==> config.mk <==
export PLATFORM = sky130hd
export DESIGN_NAME = riscv_if_prefetch_queue
export DESIGN_NICKNAME = d
export VERILOG_FILES = /design/src/rtl/riscv_pkg.sv /design/src/rtl/riscv_fetch_fifo.sv /design/src/rtl/riscv_if_prefetch_queue.sv
export SDC_FILE = /design/constraint.sdc
export NUM_CORES = 1
export LEC_CHECK = 0
export CAP_MARGIN = 20
export CORE_MARGIN = 2
export CORE_UTILIZATION = 45
export CTS_CLUSTER_SIZE = 10
export DETAILED_ROUTE_END_ITERATION = 6
export PLACE_DENSITY = 0.66
export SYNTH_ARGS = -nofsm -noshare
export SYNTH_HDL_FRONTEND = slang
export SYNTH_HIERARCHICAL = 1
export SYNTH_SLANG_ARGS = --single-unit
==> constraint.sdc <==
create_clock -name clk -period 6.9 [get_ports clk]
set_clock_uncertainty 0.2 [all_clocks]
set_input_delay 1.38 -clock clk [delete_from_list [all_inputs] [get_ports clk]]
set_output_delay 1.38 -clock clk [all_outputs]
set_load 0.005 [all_outputs]
==> src/rtl/riscv_pkg.sv <==
// Shared RISC-V front-end constants.
package riscv_pkg;

  localparam int unsigned XLEN_DEFAULT = 32;
  localparam int unsigned INSTR_W      = 32;
  localparam int unsigned PC_STEP      = 4;

  localparam logic [INSTR_W-1:0] RISCV_NOP = 32'h0000_0013;

endpackage

==> src/rtl/riscv_fetch_fifo.sv <==
// Synchronous FIFO holding fetched {PC, instruction} pairs, with a flush that empties it.
module riscv_fetch_fifo #(
  parameter int unsigned DEPTH = 4,
  parameter int unsigned WIDTH = 64
) (
  input  logic                           clk,
  input  logic                           reset,
  input  logic                           flush,
  input  logic                           push,
  input  logic                           pop,
  input  logic [WIDTH-1:0]               wdata,
  output logic [WIDTH-1:0]               rdata,
  output logic [$clog2(DEPTH+1)-1:0]     count,
  output logic                           full,
  output logic                           empty
);

  localparam int unsigned PW = $clog2(DEPTH);
  localparam int unsigned CW = $clog2(DEPTH+1);

  logic [WIDTH-1:0] mem [DEPTH];
  logic [PW-1:0]    wptr, rptr;
  logic [PW-1:0]    wptr_next, rptr_next;
  logic [CW-1:0]    count_next;

  // Pointer and occupancy next-state; flush wins over push and pop.
  always_comb begin
    wptr_next  = wptr;
    rptr_next  = rptr;
    count_next = count;
    if (flush) begin
      wptr_next  = '0;
      rptr_next  = '0;
      count_next = '0;
    end else begin
      if (push) wptr_next = wptr + PW'(1);
      if (pop)  rptr_next = rptr + PW'(1);
      if (push && !pop)      count_next = count + CW'(1);
      else if (pop && !push) count_next = count - CW'(1);
    end
  end

  // Pointer and occupancy registers.
  always_ff @(posedge clk or posedge reset) begin
    if (reset) begin
      wptr  <= '0;
      rptr  <= '0;
      count <= '0;
    end else begin
      wptr  <= wptr_next;
      rptr  <= rptr_next;
      count <= count_next;
    end
  end

  // Storage write; contents need no reset because occupancy gates every read.
  always_ff @(posedge clk) begin
    if (push && !flush) mem[wptr] <= wdata;
  end

  // Protocol checks: the controller must never overflow or underflow the queue.
  always_ff @(posedge clk) begin
    if (!reset && !flush) begin
      assert (!(push && full && !pop));
      assert (!(pop && empty));
    end
  end

  assign rdata = mem[rptr];
  assign full  = (count == CW'(DEPTH));
  assign empty = (count == '0);

endmodule

==> src/rtl/riscv_if_prefetch_queue.sv <==
// Fetch front end: owns the fetch PC and buffers fetched pairs for the ID stage.
module riscv_if_prefetch_queue
  import riscv_pkg::*;
#(
  parameter int unsigned    XLEN     = XLEN_DEFAULT,
  parameter int unsigned    DEPTH    = 4,
  parameter logic [XLEN-1:0] RESET_PC = '0
) (
  input  logic                       clk,
  input  logic                       reset,
  input  logic                       PCSrc,
  input  logic [XLEN-1:0]            PC_Branch,
  output logic [XLEN-1:0]            imem_addr,
  input  logic [INSTR_W-1:0]         imem_data,
  input  logic                       ID_ready,
  output logic [XLEN-1:0]            PC_ID,
  output logic [INSTR_W-1:0]         INSTRUCTION_ID,
  output logic                       valid_ID,
  output logic [$clog2(DEPTH+1)-1:0] count,
  output logic                       full,
  output logic                       empty
);

  localparam int unsigned     PAIR_W     = XLEN + INSTR_W;
  localparam logic [XLEN-1:0] ALIGN_MASK = XLEN'(PC_STEP - 1);

  logic [XLEN-1:0]   pc_f, pc_next;
  logic              push, pop;
  logic [PAIR_W-1:0] head;

  // Handshake: redirect suppresses both; a pop frees room for a push when full.
  always_comb begin
    pop  = valid_ID && ID_ready && !PCSrc;
    push = !PCSrc && (!full || pop);
  end

  // Fetch PC next-state: redirect to the word-aligned target, else step on push.
  always_comb begin
    pc_next = pc_f;
    if (PCSrc)     pc_next = PC_Branch & ~ALIGN_MASK;
    else if (push) pc_next = pc_f + XLEN'(PC_STEP);
  end

  // Fetch PC register.
  always_ff @(posedge clk or posedge reset) begin
    if (reset) pc_f <= RESET_PC;
    else       pc_f <= pc_next;
  end

  riscv_fetch_fifo #(
    .DEPTH (DEPTH),
    .WIDTH (PAIR_W)
  ) u_fifo (
    .clk   (clk),
    .reset (reset),
    .flush (PCSrc),
    .push  (push),
    .pop   (pop),
    .wdata ({pc_f, imem_data}),
    .rdata (head),
    .count (count),
    .full  (full),
    .empty (empty)
  );

  // Head presentation: substitute PC 0 and a NOP whenever the queue is empty.
  always_comb begin
    valid_ID       = !empty;
    PC_ID          = '0;
    INSTRUCTION_ID = RISCV_NOP;
    if (!empty) begin
      PC_ID          = head[PAIR_W-1:INSTR_W];
      INSTRUCTION_ID = head[INSTR_W-1:0];
    end
  end

  assign imem_addr = pc_f;

endmodule

==> metrics list <==
- The area growth from synthesis to layout is 24.91%.
- Summed over all layers, the routed wires come to 24600 um.
- Post-DR wirelength/cell: 20.78 um
- Kind of critical path: reg2out
* Most area-hungry cell type in the Yosys netlist: sky130_fd_sc_hd__edfxtp_1
* Number of nets with antenna violations after detailed routing: 0
- Leakage power of the design: 4.846 nW
* Total area of multi-input combinational cells: 3049 sq um
- Setup slack on the worst reg-to-reg path comes out at 3190 ps.
* Number of vias after detailed routing: 6397
* First-pass GRT wire length: 38670 um
* GR Overflow Total: 0
- Detail Placement HPWL: 14340 um
- Cell Pwr Density: 306.6 nW/um^2
- Dividing the synthesized area by the synthesized cell count gives 18.19 sq um.
- Gate count of the mapped netlist: 652
- Before antenna repair, the detailed router went through 5 iterations.
- Final setup violating endpoints: 0
- Worst setup EP type: primary output
- Antenna violations before repair: 0
- The number of hold violations in the final report came to 0.
* Hold-fix buffers at CTS: 0
* Max rail drop VDD: 0.0001682 V
* Reg2Reg Depth: 6
- Seq. cell area: 8621 sq um
* Clock buffer count from CTS: 35
* Share of the synthesized area in the top cell type: 64.83%
- The via count of the first global-routing pass is 6742.
- GR Util All Layers: 18.14%
- TritonCTS clock tree: yes
- The flow ran to the end, and the final reports show no timing, DRC or antenna violations.
* Number of library cell types mapped by synthesis: 37
- Clock period minus worst slack: 4937 ps
* Post-synthesis sequential area ratio: 72.64%
- Measured against its own limit, the worst slew margin works out to 29.33%.
* Critical-path maximum fanout: 46
- After detailed routing, the number of remaining DRC violations is 0.
- Global placer's final weighted congestion: 0.8280
- Timing would allow up to 202.6 MHz.
- The die covers 27660 sq um.
- Max Buffers Root-to-Sink: 3
- In the post-synthesis netlist, the biggest area contributors are sky130_fd_sc_hd__edfxtp_1 (65%), sky130_fd_sc_hd__mux4_2 (12%), sky130_fd_sc_hd__dfrtp_1 (7.8%).
- Entering global routing, the biggest net connects 67 pins.
- Sinks on the clock net: 293
- Total standard cell area after synthesis: 11860 sq um
- Initial detailed-routing violation count: 596
- Clock-pin slew was measured on the worst setup and hold paths at 50 ps.
* Number of cells upsized or downsized after cts: 0
* Maximum Capacitance Violations: 0
- Setup TNS: 0 ps
- Required time of the worst setup path: 5320 ps
- The tree is rooted in a sky130_fd_sc_hd__clkbuf_16.
- Power comes to 4.541 mW.
* Standard-cell row count: 59
- Dividing the final minimum period by the clock period gives 71.54%.
* Syn. warnings: 6
- Register bit total from synthesis: 293
- The repair_antennas step left the layout with diodes totalling 0.
* Startpoint kind of the worst setup timing path: flip-flop
* Cell area after layout: 14810 sq um
* Fraction of final layout cells with drive strength greater than 1: 14.72%
- After detailed routing, the number of vias per cell comes to 5.403.
- IO Pins: 170
* Overall die width: 166.3 um
- Number of buffers inserted by port buffering: 165
- Area after DPL: 13830 sq um
* Max Slew Vio Count: 0
- Final net count: 909
- Hold depth: 2
* DIE HEIGHT: 166.3 um
- Once the clock tree was built, the setup fixing pass inserted 0 buffers.
- Data on the critical path arrives at its endpoint at 3360 ps.
- Number of filler instances in the final layout: 2047
- In this run the worst hold path is classified as reg2reg.
* Number of H-tree branching levels: 2
- Clk_lat worst skew: 500 ps
* Effective utilization at floorplan: 45.63%
* Actual slew at the worst max-slew pin: 1060 ps
- Core ar.: 25980 sq um
- Setup repair after global routing left no endpoint under its margin.
cell usage after synthesis:
cell type                   count
sky130_fd_sc_hd__mux2i_1        2
sky130_fd_sc_hd__nand4_1       14
sky130_fd_sc_hd__nand3_1        5
sky130_fd_sc_hd__a21o_1         1
sky130_fd_sc_hd__mux2_2         3
sky130_fd_sc_hd__inv_1         14
sky130_fd_sc_hd__nor2b_1       63
sky130_fd_sc_hd__o21ai_0       14
sky130_fd_sc_hd__clkbuf_1      16
sky130_fd_sc_hd__buf_2          8
sky130_fd_sc_hd__fa_1           1
sky130_fd_sc_hd__buf_4          4
sky130_fd_sc_hd__mux4_2        64
sky130_fd_sc_hd__a21oi_1        3
sky130_fd_sc_hd__or2_2          3
sky130_fd_sc_hd__dfrtp_1       37
sky130_fd_sc_hd__or4_1          1
sky130_fd_sc_hd__nor4_1         5
sky130_fd_sc_hd__edfxtp_1     256
sky130_fd_sc_hd__or3b_4         1
sky130_fd_sc_hd__and4_1         1
sky130_fd_sc_hd__nor2_1        12
sky130_fd_sc_hd__and3_1         4
sky130_fd_sc_hd__a2111oi_2      2
sky130_fd_sc_hd__ha_1           5
sky130_fd_sc_hd__and2_1         6
sky130_fd_sc_hd__a2111o_1       2
sky130_fd_sc_hd__xnor2_1       17
sky130_fd_sc_hd__buf_6          6
sky130_fd_sc_hd__conb_1         1
sky130_fd_sc_hd__nor3b_1        2
sky130_fd_sc_hd__xor2_1        16
sky130_fd_sc_hd__o21ai_1       14
sky130_fd_sc_hd__nor3_1         4
sky130_fd_sc_hd__and3b_1        1
sky130_fd_sc_hd__nand2_1       42
sky130_fd_sc_hd__a211oi_1       2
stage by stage:
stage	instances	setup slack (ps)	hold WS, ps	utilization [%]
floorplan	661	2331	337.4	-
global placement	1132	2224	354.3	53.21
detailed placement	1132	2144	402.2	53.21
CTS	1183	1828	416.2	56.97
global route	1184	1683	424.3	57.00
finish	1184	1963	411.8	57.00
state kept, by name, indices dropped and copies added (netlist names):
signal        cells
u_fifo/rptr       2
u_fifo/mem      256
u_fifo/wptr       2
u_fifo/count      3
imem_addr        30
critical path, stage by stage, from the launching register on:
cell and delay, ps:
sky130_fd_sc_hd__dfrtp_4 1070, sky130_fd_sc_hd__buf_4 540, sky130_fd_sc_hd__mux4_2 570, sky130_fd_sc_hd__nor2b_1 170
sky130_fd_sc_hd__clkdlybuf4s50_1 490
power breakdown:
part           total, mW  switching (mW)  internal, mW
clock network       1.59           0.620         0.966
logic              0.803           0.337         0.466
registers           2.15           0.107          2.05
total               4.54            1.06          3.48
layout make-up:
type / instances / area share (%)
Timing Repair Buffer: 171 / 11.42
Tap cell: 335 / 2.830
Multi-Input combinational cell: 320 / 20.59
Clock buffer: 50 / 6.581
Clock inverter: 1 / 0.02534
Sequential cell: 293 / 58.20
Inverter: 14 / 0.3548
layer usage:
metal | vias to the layer above | GRT usage [%] | wire length [um]
met5 | - | 0 | 0
met4 | 0 | 4.385 | 393
met3 | 32 | 3.932 | 1566
met2 | 253 | 29.24 | 11830
met1 | 3253 | 25.62 | 10820
li1 | 2859 | - | -
worst paths after layout:
check	end	from
worst max register to register	u_fifo/mem[3][3]$_DFFE_PP_	u_fifo/count[0]$_DFFE_PP0P_
worst min-delay path	u_fifo/wptr[1]$_DFFE_PP0P_	u_fifo/wptr[1]$_DFFE_PP0P_
worst max-delay path	PC_ID[11]	u_fifo/rptr[0]$_DFFE_PP0P_
min in group asynchronous	u_fifo/count[2]$_DFFE_PP0P_	reset
worst min register to register	u_fifo/wptr[1]$_DFFE_PP0P_	u_fifo/wptr[1]$_DFFE_PP0P_
max in group asynchronous	imem_addr[6]$_DFFE_PP0P_	reset
cells in the final DEF, fill, tap and decap left out, types with 3 or more instances in the layout:
master / count
sky130_fd_sc_hd__o21ai_1: 14
sky130_fd_sc_hd__clkbuf_16: 37
sky130_fd_sc_hd__and2_4: 4
sky130_fd_sc_hd__nand3_1: 5
sky130_fd_sc_hd__clkbuf_1: 13
sky130_fd_sc_hd__xnor2_1: 17
sky130_fd_sc_hd__dfrtp_1: 35
sky130_fd_sc_hd__nand2_1: 42
sky130_fd_sc_hd__nor4_1: 4
sky130_fd_sc_hd__nor2b_1: 63
sky130_fd_sc_hd__buf_4: 5
sky130_fd_sc_hd__o21ai_0: 14
sky130_fd_sc_hd__conb_1: 10
sky130_fd_sc_hd__edfxtp_1: 256
sky130_fd_sc_hd__nor3_1: 3
sky130_fd_sc_hd__inv_1: 14
sky130_fd_sc_hd__a21oi_1: 3
sky130_fd_sc_hd__nand4_1: 14
sky130_fd_sc_hd__nor2_1: 12
sky130_fd_sc_hd__mux4_2: 64
sky130_fd_sc_hd__mux2_2: 3
sky130_fd_sc_hd__and3_1: 4
sky130_fd_sc_hd__ha_1: 5
sky130_fd_sc_hd__xor2_1: 16
sky130_fd_sc_hd__clkdlybuf4s50_1: 164
sky130_fd_sc_hd__or2_2: 3
logic make-up (layout without fill, tap and decap cells):
kind of cell	Yosys count	count (layout)	share of synthesized area, %
DFF	293	293	72.64
and+or+nand+nor	164	164	7.534
muxes	69	69	12.61
buffers and inverters	48	236	2.110
AOI/OAI and AO/OA	38	38	1.942
xor gates and xnor gates	33	33	2.437
adders and majority gates	6	6	0.6964
other	1	10	0.03163
Note: power is estimated with default switching activity, not from simulation.
